--- config.mk ---
export PLATFORM = sky130hd
export DESIGN_NAME = apb_req_arbiter
export DESIGN_NICKNAME = d
export VERILOG_FILES = /design/src/rtl/apb_req_arbiter.sv
export SDC_FILE = /design/constraint.sdc
export NUM_CORES = 1
export LEC_CHECK = 0
export CAP_MARGIN = 5
export CORE_MARGIN = 8
export CORE_UTILIZATION = 40
export DETAILED_ROUTE_END_ITERATION = 6
export PLACE_DENSITY = 0.93
export SETUP_SLACK_MARGIN = 0.2
export SLEW_MARGIN = 30
export SYNTH_ARGS = -nofsm -noshare
export SYNTH_HDL_FRONTEND = slang
export SYNTH_SLANG_ARGS = --single-unit
export TNS_END_PERCENT = 10
--- constraint.sdc ---
create_clock -name PCLK -period 3.2 [get_ports PCLK]
set_input_delay 0.8 -clock PCLK [delete_from_list [all_inputs] [get_ports PCLK]]
set_output_delay 0.8 -clock PCLK [all_outputs]
set_load 0.02 [all_outputs]
--- src/rtl/apb_req_arbiter.sv ---
// apb_req_arbiter: round-robin sharing of one APB master_bridge among NREQ requesters,
// one transfer in flight. Optional WAIT watchdog is enabled by defining APB_ARB_TIMEOUT_EN.
module apb_req_arbiter #(
  parameter int NREQ    = 4,
  parameter int ADDR_W  = 9,
  parameter int DATA_W  = 8,
  parameter int TMO_CYC = 16
) (
  input  logic                      PCLK,
  input  logic                      PRESETn,
  input  logic [NREQ-1:0]           req_valid,
  input  logic [NREQ-1:0]           req_write,
  input  logic [NREQ*ADDR_W-1:0]    req_addr,
  input  logic [NREQ*DATA_W-1:0]    req_wdata,
  output logic [NREQ-1:0]           req_ready,
  output logic                      rsp_valid,
  output logic [$clog2(NREQ)-1:0]   rsp_id,
  output logic [DATA_W-1:0]         rsp_rdata,
  output logic                      rsp_err,
  output logic                      transfer,
  output logic                      READ_WRITE,
  output logic [ADDR_W-1:0]         apb_write_paddr,
  output logic [ADDR_W-1:0]         apb_read_paddr,
  output logic [DATA_W-1:0]         apb_write_data,
  input  logic                      PENABLE,
  input  logic                      PREADY,
  input  logic                      PSLVRR,
  input  logic [DATA_W-1:0]         apb_read_data_out
);

  // state  | meaning
  // IDLE   | no transfer in flight; grant the next valid requester after r_rr_ptr
  // ISSUE  | transfer pulse to the bridge, command outputs loaded
  // WAIT   | bridge in SETUP/ENABLE; wait for completion or PSLVRR (or watchdog)
  // RESP   | one-cycle response to the granted requester, then release command
  localparam int ID_W = $clog2(NREQ);

  typedef enum logic [1:0] {S_IDLE, S_ISSUE, S_WAIT, S_RESP} state_t;

  state_t              r_state;
  logic                r_run;
  logic [ID_W-1:0]     r_rr_ptr;
  logic [ID_W-1:0]     r_gnt;
  logic                r_cmd_write;
  logic                r_err;
  logic                r_rsp_valid;
  logic                r_transfer;
  logic                r_read_write;
  logic [ADDR_W-1:0]   r_paddr;
  logic [DATA_W-1:0]   r_wdata;

  logic                w_gnt_found;
  logic [ID_W-1:0]     w_gnt_idx;
  logic                w_sel_write;
  logic [ADDR_W-1:0]   w_sel_addr;
  logic [DATA_W-1:0]   w_sel_wdata;

`ifdef APB_ARB_TIMEOUT_EN
  localparam logic [7:0] TMO_LAST = 8'(TMO_CYC - 1);
  logic [7:0]          r_wait_cnt;
  logic                w_tmo;
  assign w_tmo = (r_wait_cnt == TMO_LAST);
`endif

  // Round-robin search: first valid index strictly after r_rr_ptr, with wrap.
  always_comb begin : grant_search
    int cand;
    cand        = 0;
    w_gnt_found = 1'b0;
    w_gnt_idx   = '0;
    for (int k = 1; k <= NREQ; k++) begin
      cand = int'(r_rr_ptr) + k;
      if (cand >= NREQ) cand = cand - NREQ;
      if (!w_gnt_found && req_valid[cand]) begin
        w_gnt_found = 1'b1;
        w_gnt_idx   = ID_W'(cand);
      end
    end
  end

  always_comb begin : cmd_mux
    w_sel_write = 1'b0;
    w_sel_addr  = '0;
    w_sel_wdata = '0;
    for (int k = 0; k < NREQ; k++) begin
      if (ID_W'(k) == w_gnt_idx) begin
        w_sel_write = req_write[k];
        w_sel_addr  = req_addr[k*ADDR_W +: ADDR_W];
        w_sel_wdata = req_wdata[k*DATA_W +: DATA_W];
      end
    end
  end

  // Accept is combinational so the handshake completes in the IDLE cycle; r_run keeps
  // it low while reset is asserted and in the first cycle after release.
  assign req_ready = (r_state == S_IDLE && r_run && w_gnt_found) ?
                     (NREQ'(1) << w_gnt_idx) : '0;

  assign transfer        = r_transfer;
  assign READ_WRITE      = r_read_write;
  assign apb_write_paddr = r_paddr;
  assign apb_read_paddr  = r_paddr;
  assign apb_write_data  = r_wdata;
  assign rsp_valid       = r_rsp_valid;
  assign rsp_id          = r_rsp_valid ? r_gnt : '0;
  assign rsp_err         = r_rsp_valid & r_err;
  // The bridge only updates its read data on the completion edge, so pass it through in RESP.
  assign rsp_rdata       = (r_rsp_valid && !r_cmd_write && !r_err) ? apb_read_data_out : '0;

  always_ff @(posedge PCLK or negedge PRESETn) begin
    if (!PRESETn) begin
      r_state      <= S_IDLE;
      r_run        <= 1'b0;
      r_rr_ptr     <= ID_W'(NREQ - 1);
      r_gnt        <= '0;
      r_cmd_write  <= 1'b0;
      r_err        <= 1'b0;
      r_rsp_valid  <= 1'b0;
      r_transfer   <= 1'b0;
      r_read_write <= 1'b0;
      r_paddr      <= '0;
      r_wdata      <= '0;
`ifdef APB_ARB_TIMEOUT_EN
      r_wait_cnt   <= '0;
`endif
    end else begin
      r_run <= 1'b1;
      case (r_state)
        S_IDLE: begin
          r_rsp_valid <= 1'b0;
          if (r_run && w_gnt_found) begin
            r_gnt        <= w_gnt_idx;
            r_rr_ptr     <= w_gnt_idx;
            r_cmd_write  <= w_sel_write;
            r_read_write <= ~w_sel_write;
            r_paddr      <= w_sel_addr;
            r_wdata      <= w_sel_wdata;
            r_err        <= 1'b0;
            r_transfer   <= 1'b1;
            r_state      <= S_ISSUE;
          end
        end
        S_ISSUE: begin
          r_transfer <= 1'b0;
          r_state    <= S_WAIT;
`ifdef APB_ARB_TIMEOUT_EN
          r_wait_cnt <= '0;
`endif
        end
        S_WAIT: begin
          if (PSLVRR) begin
            r_err       <= 1'b1;
            r_rsp_valid <= 1'b1;
            r_state     <= S_RESP;
          end else if (PENABLE && PREADY) begin
            r_rsp_valid <= 1'b1;
            r_state     <= S_RESP;
`ifdef APB_ARB_TIMEOUT_EN
          end else if (w_tmo) begin
            r_err       <= 1'b1;
            r_rsp_valid <= 1'b1;
            r_state     <= S_RESP;
          end else begin
            r_wait_cnt  <= r_wait_cnt + 8'd1;
`endif
          end
        end
        S_RESP: begin
          r_rsp_valid  <= 1'b0;
          r_err        <= 1'b0;
          r_read_write <= 1'b0;
          r_paddr      <= '0;
          r_wdata      <= '0;
          r_state      <= S_IDLE;
        end
        default: begin
          r_rsp_valid <= 1'b0;
          r_transfer  <= 1'b0;
          r_state     <= S_IDLE;
        end
      endcase
    end
  end

endmodule

==> out/results.txt, run 1 <==
Row cnt = 26
Worst-path clk slew = 0.06 ns
Fin cells = 404
DR vias/cell = 5.40
Die Area = 7860 um^2
Worst r2r src = r_rr_ptr[1]
Vias in the first global route = 2435
RSZ-0062 raised after global routing = yes
Leak = 1.52 nW
Max-cap violations = 0
Synthesized area = 2110 um^2
Post-CTS setup buffers = 0
Largest net degree at the start of global routing = 30
Hold Startpoint = r_gnt[1]
Skew final = 0.00631 ns
Tmin final = 2.93 ns
Filler cell count = 396
Arr. time, crit path = 2.13 ns
Post-synth EDFFs = 0
Syn_area_per_cell = 10.5 um^2
Layout area overhead = 68.0%
Multi-input logic area = 1160 um^2
Syn_nets = 295
Die height = 88.7 um
I/O Buffers = 132
Mapped Cells = 201
Setup crit end kind = output port
Clk buf depth = 2
Hold_buf cts = 0
Number of buffers created by CTS = 5
Startpoint Class = primary input
Initial antenna violation count = 0
Pre-CTS WS = -0.410 ns
Final Cycle Share = 91.6%
Crit path max fanout = 6
GP Congestion = 0.837
Hold Crit Class = flop to flop
Nets = 428
# DRC = 0
DR vias = 2180
Sequential share of the synthesized area = 34.5%
Grt ovf = 0
Htree depth = 2
Max frequency = 0.341 GHz
Largest cells by area after synthesis = dfrtp_1, mux2i_1, o221ai_2
Initial Util = 41.4%
First-pass GRT wire length = 11700 um
Flip-flop and latch area = 728 um^2
Unique masters post-synth = 42
Outcome = completed
Final setup violation count = 0
Critical path origin = req_valid[3]
Clk root buf = clkbuf_8
Setup WS post-layout = 0.267 ns
DRT iter0 DRCs = 71
Largest area contributor in the netlist = dfrtp_1
Final wirelength = 7600 um
Register bit total from synthesis = 29
Fraction of layout cells with a size suffix above 1 = 15.3%
Worst path required time = 2.40 ns
Core Area = 5110 um^2
Slew HR = 55.7%
CTS tree = yes
Total GRT Usage = 19.3%
VDD IR-drop max = 0.298 mV
Pwr dens = 705 nW/um^2
Die width = 88.7 um
Ys async rst share = 100%
Detailed Routing Iterations Pass 1 = 4
IO Pins = 133
Ant. Diodes = 0
Tot Pwr = 2.50 mW
Synth top area share = 32.0%
DRT antenna net count = 0
Most used DFF post-synth = dfrtp_1
Post-DP HPWL = 6230 um
Routed length per instance = 18.8 um
Clk sink count = 29
Kind of critical path = primary input to output port
Fin. Hold Viols = 0
Inst Count DP = 397
Core Util, Final = 69.5%
Most frequent cell after synthesis = dfrtp_1
Max Slew Vio Count = 0
YS warnings = 0
Setup TNS = 0 ns
Pin slew with the least headroom to its limit = 0.662 ns
Synth top cells by count = dfrtp_1, inv_1, mux2i_1
Clock latency on the worst-skew pair = 0.28 ns
==> routing by layer <==
metal | global-route usage (%) | vias to the layer above | wire [um] | share of wire [%]
met5 | 0 | - | 0 | 0
met4 | 7.68 | 0 | 144 | 1.9
met3 | 5.11 | 12 | 624 | 8.2
met2 | 37.1 | 102 | 4220 | 56
met1 | 18.9 | 1055 | 2610 | 34
li1 | - | 1011 | - | -
==> layout by cell type, fill, tap and decap left out, drive strengths merged, types with 2 or more instances in the layout <==
cell type,instances
a211oi,3
nor3,5
dfstp,2
o32a,3
inv,21
clkbuf,7
nand3,2
nand2,10
buf,17
dlygate4sd2,4
a21oi,6
a32oi,15
and3,3
and2,13
o2111ai,2
o221ai,16
ha,5
o22ai,2
nand2b,2
a21o,7
clkdlybuf4s50,124
nor2,8
mux2i,18
o211ai,2
dfrtp,27
o21ai,3
==> cell type report <==
class | count | area share (%)
inverter | 21 | 2.22
multi-input combinational | 132 | 32.6
timing repair buffer | 145 | 39.8
sequential | 29 | 20.5
clock buffer | 7 | 2.43
tap | 70 | 2.47
==> flip-flops by register name, indices dropped and copies added, names as in the netlist, 2 cells and up <==
signal          cells
apb_read_paddr      9
apb_write_data      8
r_gnt               2
r_rr_ptr            2
r_state             2
==> report_power, final <==
group	switching [mW]	internal, mW	leakage [nW]	total (mW)
combinational	0.812	0.753	1.10	1.57
sequential	0.116	0.515	0.369	0.630
clock	0.135	0.170	0.0443	0.305
total	1.06	1.44	1.52	2.50
==> per-stage QoR <==
stage	cell area (um^2)	hold slack [ns]
global placement	3460	0.462
global route	3550	0.509
detailed placement	3460	0.470
floorplan	2110	0.442
finish	3550	0.484
CTS	3540	0.486
==> final timing paths <==
check | cells after the start | end | slack, ns
max | 6 | req_ready[1] | 0.27
min | 1 | r_gnt[1] | 0.48
max reg2reg | 7 | apb_write_data[6] | 1.00
min reg2reg | 1 | r_gnt[1] | 0.48
max in group asynchronous | 2 | r_rr_ptr[1] | 1.96
min in group asynchronous | 2 | apb_read_paddr[8] | 0.92
==> worst max-delay path: stages <==
cell and delay [ns]:
dlygate4sd2_1 0.30, and2_0 0.19, o32a_4 0.32, and2_1 0.17
nor3_1 0.17, buf_4 0.18
==> repair_timing <==
item | in CTS | in global routing
endpoints found under the setup margin | 4 | 6
pin swaps | 2 | 0
resized for setup | 28 | 1
==> cells by family after synthesis <==
group                    synth area share (%)
flip-flops                               34.5
AO/OA/AOI/OAI                            29.0
multiplexers                             8.53
adder cells (fa/ha/maj)                  2.96
other                                   0.178
AND/OR/NAND/NOR                          13.3
buffers and inverters                    11.6
Note: power is estimated with default switching activity, not from simulation.
==> run 2, diff against run 1 <==
- ABC_CLOCK_PERIOD_IN_PS: not set -> 3200
- REMOVE_ABC_BUFFERS: not set -> 1
==> run 2 against run 1 <==
Against the previous run: cell count grew 0.25%; sequential cell count stayed put; combinational power shrank 3%; sequential power rose by 0.6%; wire length fell by 2.3%; critical endpoint is now req_ready[2]; first-iteration DRC count rose by 1.4%; worst setup slack got worse by 0.047 ns; die area unchanged; via count down 3.6%; sequential share of layout area hardly changed; total power down 0.98%.
==> out/results.txt, run 2 (synthesis gave the netlist of run 1 again) <==
DR vias = 2101 (-3.6%)
Fin. Hold Viols = 0 (unchanged)
M3 GR Usage = 5.11% (unchanged)
Routed length per instance = 18.3 um (-2.6%)
Core Util, Final = 69.5% (about the same)
Finished Cell Area = 3550 um^2 (about the same)
Worst path required time = 2.40 ns (about the same)
Hold Crit Class = flop to flop
Leak = 1.53 nW (+0.79%)
Htree depth = 2 (unchanged)
Skew final = 0.00313 ns (-0.00318 ns)
DRT antenna net count = 0 (unchanged)
Row cnt = 26 (unchanged)
DR vias/cell = 5.19 (-3.9%)
CP cell instances = dlygate4sd2_1 -> buf_4 -> or4_4 -> nand3_4 -> nor3_1 -> buf_4
Worst-path clk slew = 0.06 ns (about the same)
Post-DP HPWL = 6140 um (-1.4%)
DRT iter0 DRCs = 72 (+1.4%)
Fraction of layout cells with a size suffix above 1 = 15.5% (+0.25 points)
Clock latency on the worst-skew pair = 0.27 ns (about the same)
Fin cells = 405 (+0.25%)
Outcome = completed
Max-cap violations = 0 (unchanged)
CP dominant cell by count = buf_4
WP buf/inv = 3 (+1)
GR Layer Usage met2 = 33.1% (-4.0 points)
Detailed Routing Iterations Pass 1 = 4 (unchanged)
Grt peak-use layer = met2
Met1 Usage GRT = 19.8% (+0.95 points)
Ant. Diodes = 0 (unchanged)
Placed cell areas = 3450 um^2 (-0.36%)
Pin slew with the least headroom to its limit = 0.679 ns (+0.0168 ns)
Number of buffers created by CTS = 5 (unchanged)
Nets = 428 (unchanged)
Initial antenna violation count = 0 (unchanged)
Clk sink count = 29 (unchanged)
GP Congestion = 0.852 (+1.8%)
Slew HR = 54.6% (-1.1 points)
Die Area = 7860 um^2 (unchanged)
Most frequent cells in the layout = clkdlybuf4s50_1, dfrtp_1, inv_1
I/O Buffers = 132 (unchanged)
Hold_buf cts = 0 (unchanged)
IO Pins = 133 (unchanged)
CTS tree = yes
Die height = 88.7 um (unchanged)
Pwr dens = 698 nW/um^2 (-1.0%)
Grt ovf = 0 (unchanged)
Largest net degree at the start of global routing = 30 (unchanged)
Critical path's largest stage delay = 0.57 ns (+0.25 ns)
Leading cell type in the layout, fill and taps excluded = clkdlybuf4s50_1
VDD IR-drop max = 0.403 mV (+35%)
Final wirelength = 7430 um (-2.3%)
Initial Util = 41.4% (unchanged)
Crit path max-delay family = simple AND/OR/NAND/NOR gates
Max FFs per register = 9 (unchanged)
Inst Count DP = 397 (unchanged)
Post-CTS setup buffers = 0 (unchanged)
Total GRT Usage = 18.3% (-1.0 points)
RSZ-0062 raised after global routing = yes
Die width = 88.7 um (unchanged)
Final hold slack = 0.490 ns (+0.00561 ns)
Max frequency = 0.336 GHz (-1.6%)
First-pass GRT wire length = 11400 um (-2.5%)
Clk root buf = clkbuf_8
Kind of critical path = primary input to output port
Final setup violation count = 0 (unchanged)
Crit path max fanout = 6 (unchanged)
Vias in the first global route = 2326 (-4.5%)
Tmin final = 2.98 ns (+0.0467 ns)
Startpoint Class = primary input
Final Cycle Share = 93.1% (+1.5 points)
# DRC = 0 (unchanged)
Clk buf depth = 2 (unchanged)
Max Slew Vio Count = 0 (unchanged)
Arr. time, crit path = 2.18 ns (+0.05 ns)
Layout area overhead = 68.1% (about the same)
Core Area = 5110 um^2 (unchanged)
Slowest CP cell = or4_4
Setup crit end kind = output port
==> run 2: changes by cell type in the layout (fill, tap and decap cells not counted) <==
| cell | delta |
|---|---|
| buf_4 | +1 |
| dlymetal6s2s_1 | +1 |
| dlygate4sd2_1 | -1 |
| clkbuf_8 | +1 |
| buf_12 | -1 |
| clkbuf_1 | -1 |
| clkinv_2 | +1 |
| nor3_1 | +1 |
| nor3_2 | -1 |
==> run 2: final timing paths <==
path                               from                end  slack, ns  cells past startpoint
max in group asynchronous       PRESETn        r_rr_ptr[1]       1.98                      2
hold / removal                 r_gnt[1]           r_gnt[1]       0.49                      1
min in group asynchronous       PRESETn           transfer       0.91                      2
setup reg to reg            r_rr_ptr[1]  apb_read_paddr[6]       1.08                      6
hold reg to reg                r_gnt[1]           r_gnt[1]       0.49                      1
setup / recovery           req_valid[3]       req_ready[2]       0.22                      6
==> run 2: cell type report <==
cell class                      instances  area (um^2)
Fill cell                             391         1560
Timing Repair Buffer                  145         1400
Multi-Input combinational cell        132         1150
Sequential cell                        29          728
Clock buffer                            7         96.3
Tap cell                               70         87.6
Inverter                               21         78.8
Clock inverter                          1         5.00
==> run 2: stage by stage <==
step / worst slack (ns) / TNS [ns] / power, mW
6_report: 0.221 / 0 / 2.48
5_1_grt: 0.194 / 0 / 2.63
4_1_cts: 0.156 / 0 / 2.49
3_5_place_dp: -0.380 / -1.39 / 2.16
3_3_place_gp: -0.305 / -1.17 / 2.11
2_1_floorplan: 0.325 / 0 / 1.48
==> run 2: per-layer routing <==
metal	wire (um)	share of wire [%]
met4	172	2.3
met2	3980	54
met1	2740	37
met5	0	0
met3	532	7.2
==> run 2: power breakdown <==
group	switching, mW	total (mW)	internal (mW)
combinational	0.790	1.52	0.727
clock	0.131	0.325	0.194
sequential	0.120	0.634	0.515
total	1.04	2.48	1.44
==> run 2: timing repair <==
item / in CTS / in global routing
resized for setup: 25 / 3
pin swaps: 1 / 0
endpoints found under the setup margin: 4 / 12
==> run 3, diff against run 2 <==
- ABC_CLOCK_PERIOD_IN_PS: 3200 -> not set
- PLACE_DENSITY: 0.93 -> 0.87
==> run 3 against run 2 <==
Against the previous run: first-iteration DRC count grew 14%; utilization grew 0.69 points; clock skew increased by 0.0027 ns; combinational power is 3% higher; register-to-register slack worse by 0.12 ns; sequential power about the same; cell count rose by 0.25%; non-clock buffer count up 1; clock power down 10%; sequential share of layout area down 0.20 points; total power is 0.70% higher; hold slack lost 0.0045 ns; critical endpoint unchanged; largest cell class unchanged.
==> out/results.txt, run 3 (synthesis gave the netlist of run 1 again) <==
Outcome = completed
Clock network power share = 11.7% (-1.4 points)
Critical path's largest stage delay = 0.54 ns (-0.03 ns)
Vias in the first global route = 2279 (-2.0%)
Core Area = 5110 um^2 (unchanged)
DRT antenna net count = 0 (unchanged)
Kind of critical path = primary input to output port
Inst Count DP = 397 (unchanged)
Pwr dens = 696 nW/um^2 (-0.28%)
Final setup violation count = 0 (unchanged)
Final Cycle Share = 94.3% (+1.2 points)
Die Area = 7860 um^2 (unchanged)
Switching power total = 1.07 mW (+2.7%)
Arr. time, crit path = 2.22 ns (+0.04 ns)
I/O Buffers = 132 (unchanged)
CP cell instances = clkdlybuf4s50_1 -> nor2b_1 -> o21ai_1 -> a21o_1 -> nor3_2 -> buf_4
First-pass GRT wire length = 11300 um (-0.84%)
Max Slew Vio Count = 0 (unchanged)
Tmin final = 3.02 ns (+0.0377 ns)
Fin cells = 406 (+0.25%)
Largest net degree at the start of global routing = 30 (unchanged)
Leading cell type in the layout, fill and taps excluded = clkdlybuf4s50_1
Grt ovf = 0 (unchanged)
DR vias/cell = 5.26 (+1.5%)
Most frequent cells in the layout = clkdlybuf4s50_1, dfrtp_1, inv_1
Hold Startpoint = r_gnt[1]
IO Pins = 133 (unchanged)
CTS tree = yes
Flip-flop and latch area = 728 um^2 (unchanged)
# DRC = 0 (unchanged)
Worst path required time = 2.40 ns (about the same)
Sequential share of power = 25.4% (-0.2 points)
Clk sink count = 29 (unchanged)
Routed length per instance = 18.1 um (-1.5%)
Clk root buf = clkbuf_8
Initial Util = 41.4% (unchanged)
Layout area overhead = 69.7%
Final wirelength = 7330 um (-1.3%)
Hold Path Depth = 1 (unchanged)
Worst r2r src = r_state[1]
RSZ-0062 raised after global routing = yes
Die height = 88.7 um (unchanged)
Max-cap violations = 0 (unchanged)
Startpoint Class = primary input
Slew HR = 50.8% (-3.8 points)
Fraction of layout cells with a size suffix above 1 = 17.3% (+1.7 points)
Detailed Routing Iterations Pass 1 = 4 (unchanged)
Clock latency on the worst-skew pair = 0.28 ns (about the same)
Number of cells on the worst reg-to-reg path = 8 (+2)
Max FFs per register = 9 (unchanged)
Ant. Diodes = 0 (unchanged)
Filler cell count = 401 (+2.6%)
Switching Fraction = 42.8% (+0.82 points)
VDD IR-drop max = 0.350 mV (-13%)
Setup crit end kind = output port
Combinational power share = 62.9% (+1.6 points)
Htree depth = 2 (unchanged)
Leak = 1.52 nW (-0.38%)
Setup TNS = 0 ns (unchanged)
GP Congestion = 0.810 (-5.0%)
Fin. Hold Viols = 0 (unchanged)
Nets = 429 (+0.23%)
Hold Crit Class = flop to flop
Worst-path clk slew = 0.07 ns (about the same)
Critical path origin = req_valid[2]
Int Power = 1.43 mW (-0.72%)
Number of buffers created by CTS = 5 (unchanged)
Skew final = 0.00579 ns (+0.00266 ns)
Crit path max fanout = 4 (-2)
DR vias = 2137 (+1.7%)
Die width = 88.7 um (unchanged)
Slowest CP cell = clkdlybuf4s50_1
Max frequency = 0.331 GHz (-1.3%)
Clk buf depth = 2 (unchanged)
Row cnt = 26 (unchanged)
Total GRT Usage = 18.3% (+0.039 points)
DRT iter0 DRCs = 82 (+14%)
Initial antenna violation count = 0 (unchanged)
Post-DP HPWL = 5830 um (-5.0%)
Pin slew with the least headroom to its limit = 0.736 ns (+0.0565 ns)
Multi-input logic area = 1180 um^2 (+2.6%)
## run 3: worst paths after layout
path	slack (ns)	endpoint
worst max-delay path	0.18	req_ready[2]
worst min-delay path	0.49	r_gnt[1]
worst max register to register	0.96	apb_read_paddr[0]
worst min register to register	0.49	r_gnt[1]
max in group asynchronous	1.97	r_rr_ptr[1]
min in group asynchronous	0.92	READ_WRITE
## run 3: power groups by stage
stage / Clock (mW) / Combinational (mW) / Sequential [mW]
2_1_floorplan: 0 / 0.722 / 0.760
3_3_place_gp: 0 / 1.52 / 0.625
3_5_place_dp: 0 / 1.55 / 0.632
4_1_cts: 0.295 / 1.56 / 0.627
5_1_grt: 0.318 / 1.69 / 0.655
6_report: 0.291 / 1.57 / 0.634
## run 3: area by class of cell
| type | instances | area share [%] |
|---|---|---|
| Multi-Input combinational cell | 132 | 32.9 |
| Timing Repair Buffer | 146 | 39.8 |
| Clock inverter | 2 | 0.279 |
| Inverter | 21 | 2.20 |
| Tap cell | 70 | 2.44 |
| Sequential cell | 29 | 20.3 |
| Clock buffer | 6 | 2.02 |
## run 3: critical path: cells and delay by family
kind,cells,cell delay [ns]
buffers and inverters,2,0.71
AOI/OAI and AO/OA,2,0.32
and+or+nand+nor,2,0.38
## run 3: metrics by stage
stage               setup slack (ns)  hold slack, ns  total power [mW]  instance area, um^2  utilization [%]
finish                         0.183           0.485              2.49                 3580             70.2
global route                   0.129           0.520              2.66                 3580             70.2
CTS                            0.181           0.491              2.48                 3550             69.6
detailed placement            -0.397           0.476              2.18                 3460             67.8
global placement              -0.334           0.458              2.14                 3460             67.8
floorplan                      0.325           0.442              1.48                 1950                -
## run 3: metal layers
| metal | vias to the layer above | wire, um | share of wire [%] | track usage [%] |
|---|---|---|---|---|
| li1 | 1013 | - | - | - |
| met1 | 1033 | 2890 | 39 | 20.5 |
| met2 | 81 | 3740 | 51 | 31.9 |
| met3 | 10 | 587 | 8.0 | 5.85 |
| met4 | 0 | 111 | 1.5 | 5.99 |
| met5 | - | 0 | 0 | 0 |
## run 3: repair_timing
| item | 4_1_cts | 5_1_grt |
|---|---|---|
| hold endpoints to repair | 0 | 0 |
| hold buffers | 0 | 0 |
| endpoints found under the setup margin | 4 | 12 |
| gates resized for setup | 27 | 8 |
| setup buffers | 1 | 0 |
| pin swaps | 2 | 1 |
